[src/rtl/shift_exec_stage.sv]
// -----------------------------------------------------------------------------
// shift_exec_stage
//   Two-stage pipelined execute stage for the RV32I shift instructions
//   (SLL/SRL/SRA and their immediate forms).
//   Stage 1 decodes and registers the operands. Its registers drive the ALU's
//   combinational logical shifter (Left_Right_shifter). Stage 2 ORs in the
//   sign fill for arithmetic right shifts, because the shifter only does
//   logical shifts. It then holds the result until writeback takes it.
//
// Ports
//   clk, rst          rising-edge clock, asynchronous active-high reset
//   in_valid/ready    upstream handshake (in_ready is combinational)
//   in_rs1            value to be shifted
//   in_rs2            register shift amount (bits [4:0] used)
//   in_shamt          immediate shift amount
//   in_use_imm        1 selects in_shamt, 0 selects in_rs2[4:0]
//   in_funct3         001 left, 101 right; anything else is illegal
//   in_funct7_b5      instr[30]: arithmetic right shift, illegal with SLL
//   in_rd             destination tag, passed through
//   out_valid/ready   downstream handshake
//   out_result        shift result (0 for illegal ops)
//   out_rd            tag of out_result
//   out_illegal       operation was not a legal shift
//   op_count          saturating count of completed output transfers
// -----------------------------------------------------------------------------

// Combinational logical left/right shifter of the ALU (no sign fill).
module Left_Right_shifter (
  input  logic [31:0] i_data,
  input  logic [4:0]  i_shamt,
  input  logic        i_shift_direction,  // 1 = left, 0 = right
  output logic [31:0] o_data
);
  assign o_data = i_shift_direction ? (i_data << i_shamt) : (i_data >> i_shamt);
endmodule

module shift_exec_stage #(
  parameter int CNT_W = 16
) (
  input  logic             clk,
  input  logic             rst,
  input  logic             in_valid,
  output logic             in_ready,
  input  logic [31:0]      in_rs1,
  input  logic [31:0]      in_rs2,
  input  logic [4:0]       in_shamt,
  input  logic             in_use_imm,
  input  logic [2:0]       in_funct3,
  input  logic             in_funct7_b5,
  input  logic [4:0]       in_rd,
  output logic             out_valid,
  input  logic             out_ready,
  output logic [31:0]      out_result,
  output logic [4:0]       out_rd,
  output logic             out_illegal,
  output logic [CNT_W-1:0] op_count
);

  // Stage 1 registers
  logic        r_s1_valid;
  logic [31:0] r_a;
  logic [4:0]  r_n;
  logic        r_dir;
  logic        r_arith;
  logic        r_illegal;
  logic [4:0]  r_rd;

  // Stage 2 registers
  logic             r_s2_valid;
  logic [31:0]      r_result;
  logic [4:0]       r_out_rd;
  logic             r_out_illegal;
  logic [CNT_W-1:0] r_op_count;

  // Decode of the incoming operation
  logic [4:0] w_dec_n;
  logic       w_dec_dir;
  logic       w_dec_arith;
  logic       w_dec_illegal;
  logic       w_unused_rs2;

  assign w_dec_n       = in_use_imm ? in_shamt : in_rs2[4:0];
  assign w_dec_dir     = (in_funct3 == 3'b001);
  assign w_dec_arith   = (in_funct3 == 3'b101) & in_funct7_b5;
  assign w_dec_illegal = !(((in_funct3 == 3'b001) & !in_funct7_b5) | (in_funct3 == 3'b101));
  assign w_unused_rs2  = ^in_rs2[31:5];

  // Handshake. Stage 2 can take the stage-1 op when it is empty or is being
  // drained this cycle. Stage 1 can take a new op when it is empty or is
  // moving into stage 2, so a full pipe still streams one op per cycle.
  logic w_s2_load;
  logic w_out_xfer;

  assign w_s2_load  = r_s1_valid & (!r_s2_valid | out_ready);
  assign w_out_xfer = r_s2_valid & out_ready;
  assign in_ready   = !r_s1_valid | w_s2_load;

  // Shifter driven from the stage-1 registers
  logic [31:0] w_shift;
  logic [31:0] w_fill;
  logic [31:0] w_result;

  Left_Right_shifter u_shifter (
    .i_data            (r_a),
    .i_shamt           (r_n),
    .i_shift_direction (r_dir),
    .o_data            (w_shift)
  );

  // Ones in the top n bit positions. These are the bits a logical right
  // shift zero-filled. Setting them turns it into an arithmetic shift.
  assign w_fill = ~(32'hFFFF_FFFF >> r_n);

  always_comb begin
    w_result = w_shift;
    if (r_illegal) begin
      w_result = 32'h0;
    end else if (r_arith && r_a[31]) begin
      w_result = w_shift | w_fill;
    end
  end

  // Stage 1
  always_ff @(posedge clk or posedge rst) begin
    if (rst) begin
      r_s1_valid <= 1'b0;
      r_a        <= 32'h0;
      r_n        <= 5'h0;
      r_dir      <= 1'b0;
      r_arith    <= 1'b0;
      r_illegal  <= 1'b0;
      r_rd       <= 5'h0;
    end else if (in_ready) begin
      // Either empty or advancing. It takes whatever is offered, which may be nothing.
      r_s1_valid <= in_valid;
      if (in_valid) begin
        r_a       <= in_rs1;
        r_n       <= w_dec_n;
        r_dir     <= w_dec_dir;
        r_arith   <= w_dec_arith;
        r_illegal <= w_dec_illegal;
        r_rd      <= in_rd;
      end
    end
  end

  // Stage 2
  always_ff @(posedge clk or posedge rst) begin
    if (rst) begin
      r_s2_valid    <= 1'b0;
      r_result      <= 32'h0;
      r_out_rd      <= 5'h0;
      r_out_illegal <= 1'b0;
    end else if (w_s2_load) begin
      r_s2_valid    <= 1'b1;
      r_result      <= w_result;
      r_out_rd      <= r_rd;
      r_out_illegal <= r_illegal;
    end else if (w_out_xfer) begin
      r_s2_valid <= 1'b0;
    end
  end

  // Completed-operation counter, sticks at all ones
  always_ff @(posedge clk or posedge rst) begin
    if (rst) begin
      r_op_count <= '0;
    end else if (w_out_xfer && (r_op_count != {CNT_W{1'b1}})) begin
      r_op_count <= r_op_count + CNT_W'(1);
    end
  end

  assign out_valid   = r_s2_valid;
  assign out_result  = r_result;
  assign out_rd      = r_out_rd;
  assign out_illegal = r_out_illegal;
  assign op_count    = r_op_count;

endmodule

[config.mk]
export PLATFORM = sky130hd
export DESIGN_NAME = shift_exec_stage
export DESIGN_NICKNAME = d
export VERILOG_FILES = /design/src/rtl/shift_exec_stage.sv
export SDC_FILE = /design/constraint.sdc
export NUM_CORES = 1
export LEC_CHECK = 0
export CAP_MARGIN = 20
export CORE_MARGIN = 2
export CORE_UTILIZATION = 27
export DETAILED_ROUTE_END_ITERATION = 10
export RECOVER_POWER = 25
export REMOVE_ABC_BUFFERS = 1
export SLEW_MARGIN = 20
export SYNTH_ARGS = -nofsm -noshare
export SYNTH_HDL_FRONTEND = slang
export SYNTH_SLANG_ARGS = --single-unit
[constraint.sdc]
create_clock -name clk -period 3.27 [get_ports clk]
set_clock_uncertainty 0.05 [all_clocks]
set_input_delay 0.654 -clock clk [delete_from_list [all_inputs] [get_ports clk]]
set_output_delay 0.654 -clock clk [all_outputs]
set_load 0.02 [all_outputs]
Word-level counts from Yosys, hierarchy flattened
Index checks and enable logic that the tools add are counted.

storage, ports and cells
  memory bits (writable) = 0
  flip-flop bits (word level) = 101
  memories kept = 0
  ROM bits = 0
  word-level logic and storage cells = 42
  latch bits = 0
  bits of input ports = 83

cells by class
  equal/unequal tests = 3
  reduce and logical (&&, ||, !) cells = 8
  muxes and demuxes = 6
  $lt $le $gt $ge = 0
  bitwise operators = 9
  shift operators = 3
  add/subtract/negate cells = 1
  multiply operators = 0
  div/mod/pow operators = 0

operators by type and width
  operator                                             number
  two-way mux 32 bit                                   3
  NOT 32 bit                                           1
  OR 32 bit                                            1
  left shift 32 x 5 -> 32 bit                          1
  right shift 32 x 5 -> 32 bit                         1
  right shift 32 x 5 -> 32 bit (first input constant)  1
  adder 16 x 1 -> 16 bit (second input constant)       1
  inequality test 16 bit (second input constant)       1
  two-way mux 5 bit                                    1
  bitwise AND 1 bit                                    4
  zero test 1 bit                                      4
  == test 3 x 1 -> 1 bit (second input constant)       1
  == test 3 bit (second input constant)                1
  OR 1 bit                                             3
  logical AND 1 bit                                    2
  two-way mux 1 bit                                    2
  AND reduction 2 bit                                  1
  nonzero test 2 bit                                   1

Logic depth before layout (Yosys ltp)
  depth after elaboration = 5
  mapped depth = 11
  gate-level depth less buffers = 7

By module
From an unflattened synthesis, not the netlist that was laid out.

unflattened totals
  cell total of the unflattened synthesis = 865
  area total of the unflattened synthesis = 8029.0 µm²

by module, submodules not included
  module              instances  cells each  area each (µm²)
  shift_exec_stage    1          396         4424.2
  Left_Right_shifter  1          469         3604.7

Worst setup path after synthesis
No wires, ideal clock.

  path type = reg-to-reg
  start = reg r_op_count[0] (netlist: op_count[0])
  end = reg r_op_count[13] (netlist: op_count[13])
  stages on the path, launching flop included = 8
  data arrival time = 1993 ps
  path slack = 1097 ps
  cell sequence = dfrtp_1 ha_1 nand3_1 nor2_1 a41o_1 nor4_1 nand4_1 xnor2_1

on the way
  cells in the longest elaborated chain, start to end = 2

RTL lines
  element                                                         RTL line  text
  start, declared                                                 73        logic [CNT_W-1:0] r_op_count;
  start signal, assigned                                          169       r_op_count <= r_op_count + CNT_W'(1);
  branches (longest 2 deep; another with adder 16 x 1 -> 16 bit)  --

Several ways; the timed one is not identified.
A chain may end at the register's enable or synchronous reset.

Final worst setup path
  start = reg r_n[2]
  end = reg r_result[15] (netlist: out_result[15])

on the way
  cells in the longest elaborated chain, start to end = 5

RTL lines
  element                                                     RTL line  text
  start, declared                                             62        logic [4:0] r_n;
  start signal, assigned                                      138       r_n <= w_dec_n;
  right shift 32 x 5 -> 32 bit, or another cell as far along  34        assign o_data = i_shift_direction ? (i_data << i_shamt) : (i_data >> i_shamt);
  two-way mux 32 bit / NOT 32 bit (equally long branches)     34, 112
  OR 32 bit                                                   119       w_result = w_shift | w_fill;
  two-way mux 32 bit (*)                                      118       end else if (r_arith && r_a[31]) begin
  two-way mux 32 bit (*)                                      116       if (r_illegal) begin
  end signal, assigned                                        156       r_result <= w_result;
  end, declared                                               70        logic [31:0] r_result;

Mark *: on every way between the ends. The rest lies on a longest branch, timed or not.

==> impl_metrics.tcl <==
set metrics [dict create \
    status "finished, final reports clean" \
    route.detailed.drc 0 \
    synthTopCellsByCount "nand2_1, dfrtp_1, mux2_2, mux2i_1" \
    fmax_ghz 0.354 \
    seq_power_share_pct 30.9 \
    path_common_cell "o21ai_0" \
    crit_fanout 44 \
    drt_pass1_iterations 5 \
    cts_setup_buffers 0 \
    synth-compound-area-share_pct 20.1 \
    grt_start_max_net_pins 51 \
    synth_ff_type "dfrtp_1" \
    start_util_pct 27.5 \
    finalWorstSetupSlack_ns 0.448 \
    ys_async_sr_fraction_pct 100 \
    synth_seq_area_share_pct 30.9 \
    cp_slowest_stage_delay_ns 0.81 \
    drt_iter0_markers 796 \
    yosysTopAreaCellShare_pct 30.9 \
    fin_hold_ws_ns 0.426 \
    required_ns 3.46 \
    clock-sinks 101 \
    p_sw_mw 2.61 \
    hold_class "flop to flop" \
    synth-simple-area-share_pct 13.8 \
    num_antenna_cells 0 \
    antenna_found_initial 0 \
    dpl.hpwl_mm 24.2 \
    grt.overflow.total 0 \
    nFillCells 3048 \
    period_minus_slack_ns 2.82 \
    core_mm2 0.0297 \
    start_kind "flop" \
    ys_ff_latch 101 \
    critPathCaptureType "flop" \
    yosysMostFrequentCell "nand2_1" \
    rows 63 \
    ios 139 \
    postRouteWirelength_mm 32.0 \
    place.gp.congestion 0.988 \
    cts_made_buffers 9 \
    rsz0062_at_grt "false" \
    synth_cell_types 62 \
    multi_input_area_mm2 0.00525 \
    cts_tree "yes" \
    routedWlPerCell_um 23.3 \
    sw_frac_of_total_pct 43.9 \
    avgViaCountPerCell 5.76 \
    path_cells "buf_4 > mux4_2 > mux2i_1 > o21ai_0 > a221oi_1 > o21ai_0" \
    clockRootBuffer "clkbuf_16" \
    final_net_count 1064 \
    cts_max_path_buffers 2 \
    htreeDepth 3 \
    clk_latency_ns 0.38 \
    p_leak_nw 3.95 \
    yosys.area_share.adder_pct 0.153 \
    synthTopCellsByArea "dfrtp_1, mux4_2, mux2_2" \
    die_w_um 178 \
    final_layout_size_suffix_gt1_share_pct 20.0 \
    ant_nets 0 \
    synth_xor_xnor_area_share_pct 1.61 \
    cp_data_arrival_time_ns 3.02 \
    die_y_um 178 \
    yosys_warnings 0 \
    fp.dieArea_mm2 0.0317 \
    grt_pass1_wl_mm 48.7 \
    comb_power_share_pct 50.8 \
    grtUsageTotal_pct 20.5 \
    netlist_instances 881 \
    p_clk_share_pct 18.4 \
    finalSetupViolCount 0 \
    seqCellArea_mm2 0.00253 \
    fin_crit_sh_pct 86.3 \
    p_int_mw 3.34 \
    vdd_drop_max_v 0.000265 \
    critPathKind "flop to flop" \
    grt_pass1_vias 7764 \
    syn_to_final_growth_pct 24.2 \
    post_synth.cell_area_avg_um2 9.28 \
    io_buffers 111 \
    synth_area_mm2 0.00818 \
    synth.mux.area_fraction_pct 28.3 \
    max-slew-margin-rel_pct 19.9 \
    holdBufCountCts 0 \
    power_density_mw_per_mm2 586 \
    cts_resized 0 \
    power_mw 5.95 \
    drv_slew 0 \
    finalHoldViolCount 0 \
    timing.max_cap.violations 0 \
    synth_top_family_by_area "multiplexers" \
    clk_pin_slew_ns 0.08 \
    vias 7916 \
    max_slew.worst_pin.slew_ns 1.20 \
    pre_cts_slack_ns 0.510 \
    yosysTopAreaCell "dfrtp_1" \
    synth_edf_count 0 \
    cp_slowest_cell "dfrtp_4" \
]
layout make-up:
| class | count | area share [%] |
|---|---|---|
| multi-input cells | 689 | 51.6 |
| flip-flops and latches | 101 | 24.9 |
| repair buffers | 168 | 15.4 |
| well taps | 390 | 4.80 |
| clock buffers | 10 | 2.25 |
| clock inverters | 6 | 0.530 |
| inverters | 11 | 0.419 |
per-layer routing:
layer | wire length (um) | vias to the layer above | GRT usage [%]
met5 | 0 | - | 0
met2 | 14700 | 377 | 31.9
met3 | 2430 | 67 | 2.71
met1 | 13700 | 3916 | 28.4
met4 | 1180 | 0 | 8.85
li1 | - | 3556 | -
flip-flops by register name, indices dropped and copies added, names as in the netlist:
name / count
op_count: 16
out_illegal: 1
out_rd: 5
out_result: 32
out_valid: 1
r_a: 32
r_arith: 1
r_dir: 1
r_illegal: 1
r_n: 5
r_rd: 5
r_s1_valid: 1
cells by family after synthesis:
group / after synthesis
AO/OA/AOI/OAI: 246
XOR/XNOR: 15
adder cells (fa/ha/maj): 1
buffers and inverters: 91
flip-flops: 101
multiplexers: 173
AND/OR/NAND/NOR: 254
cells in the final DEF (no fill, tap or decap), types with 10 or more instances in the layout:
master           netlist  layout
a211oi_1              14      14
a21oi_1               42      42
a31oi_1               18      18
buf_4                  9      55
clkdlybuf4s50_1        0     109
dfrtp_1              101      98
mux2_2                71      71
mux2i_1               61      61
mux4_2                39      39
nand2_1              117     116
nand2b_1              15      15
nand3_1               18      18
nand4_1               12      12
nor2_1                54      54
nor3_1                10      10
o211ai_1              15      15
o21ai_0               54      54
o22ai_1               20      20
xnor2_1               14      14
final timing paths:
| path | start | to | slack, ns | cells after the start |
|---|---|---|---|---|
| max in group asynchronous | rst | out_result[8] | 1.29 | 3 |
| min reg2reg | r_rd[1] | out_rd[1] | 0.43 | 2 |
| min | r_rd[1] | out_rd[1] | 0.43 | 2 |
| max | r_n[2] | out_result[15] | 0.45 | 6 |
| min in group asynchronous | rst | op_count[4] | 0.92 | 2 |
| max reg2reg | r_n[2] | out_result[15] | 0.45 | 6 |
power groups by stage:
| stage | Clock, mW | Sequential, mW | Combinational [mW] |
|---|---|---|---|
| after floorplan | 0 | 2.04 | 1.50 |
| after global placement | 0 | 1.85 | 2.97 |
| after detailed placement | 0 | 1.86 | 2.96 |
| after CTS | 1.12 | 1.83 | 2.98 |
| after global routing | 1.17 | 1.88 | 3.21 |
| final | 1.09 | 1.84 | 3.02 |
critical path: cells and delay by family, from the launching register on:
kind,cells,cell delay (ns)
muxes,2,0.80
DFF,1,0.81
AOI/OAI and AO/OA,3,0.69
buffers and inverters,1,0.33
through the flow:
step	utilization (%)	std cells	cell area [um2]	setup TNS, ns
global placement	33.2	1359	9870	0
detailed placement	33.2	1359	9870	0
floorplan	-	801	7810	-32.31
finish	34.2	1375	10200	0
CTS	34.2	1375	10200	0
global route	34.2	1375	10200	0
No activity file was read; power rests on OpenSTA's default activity.
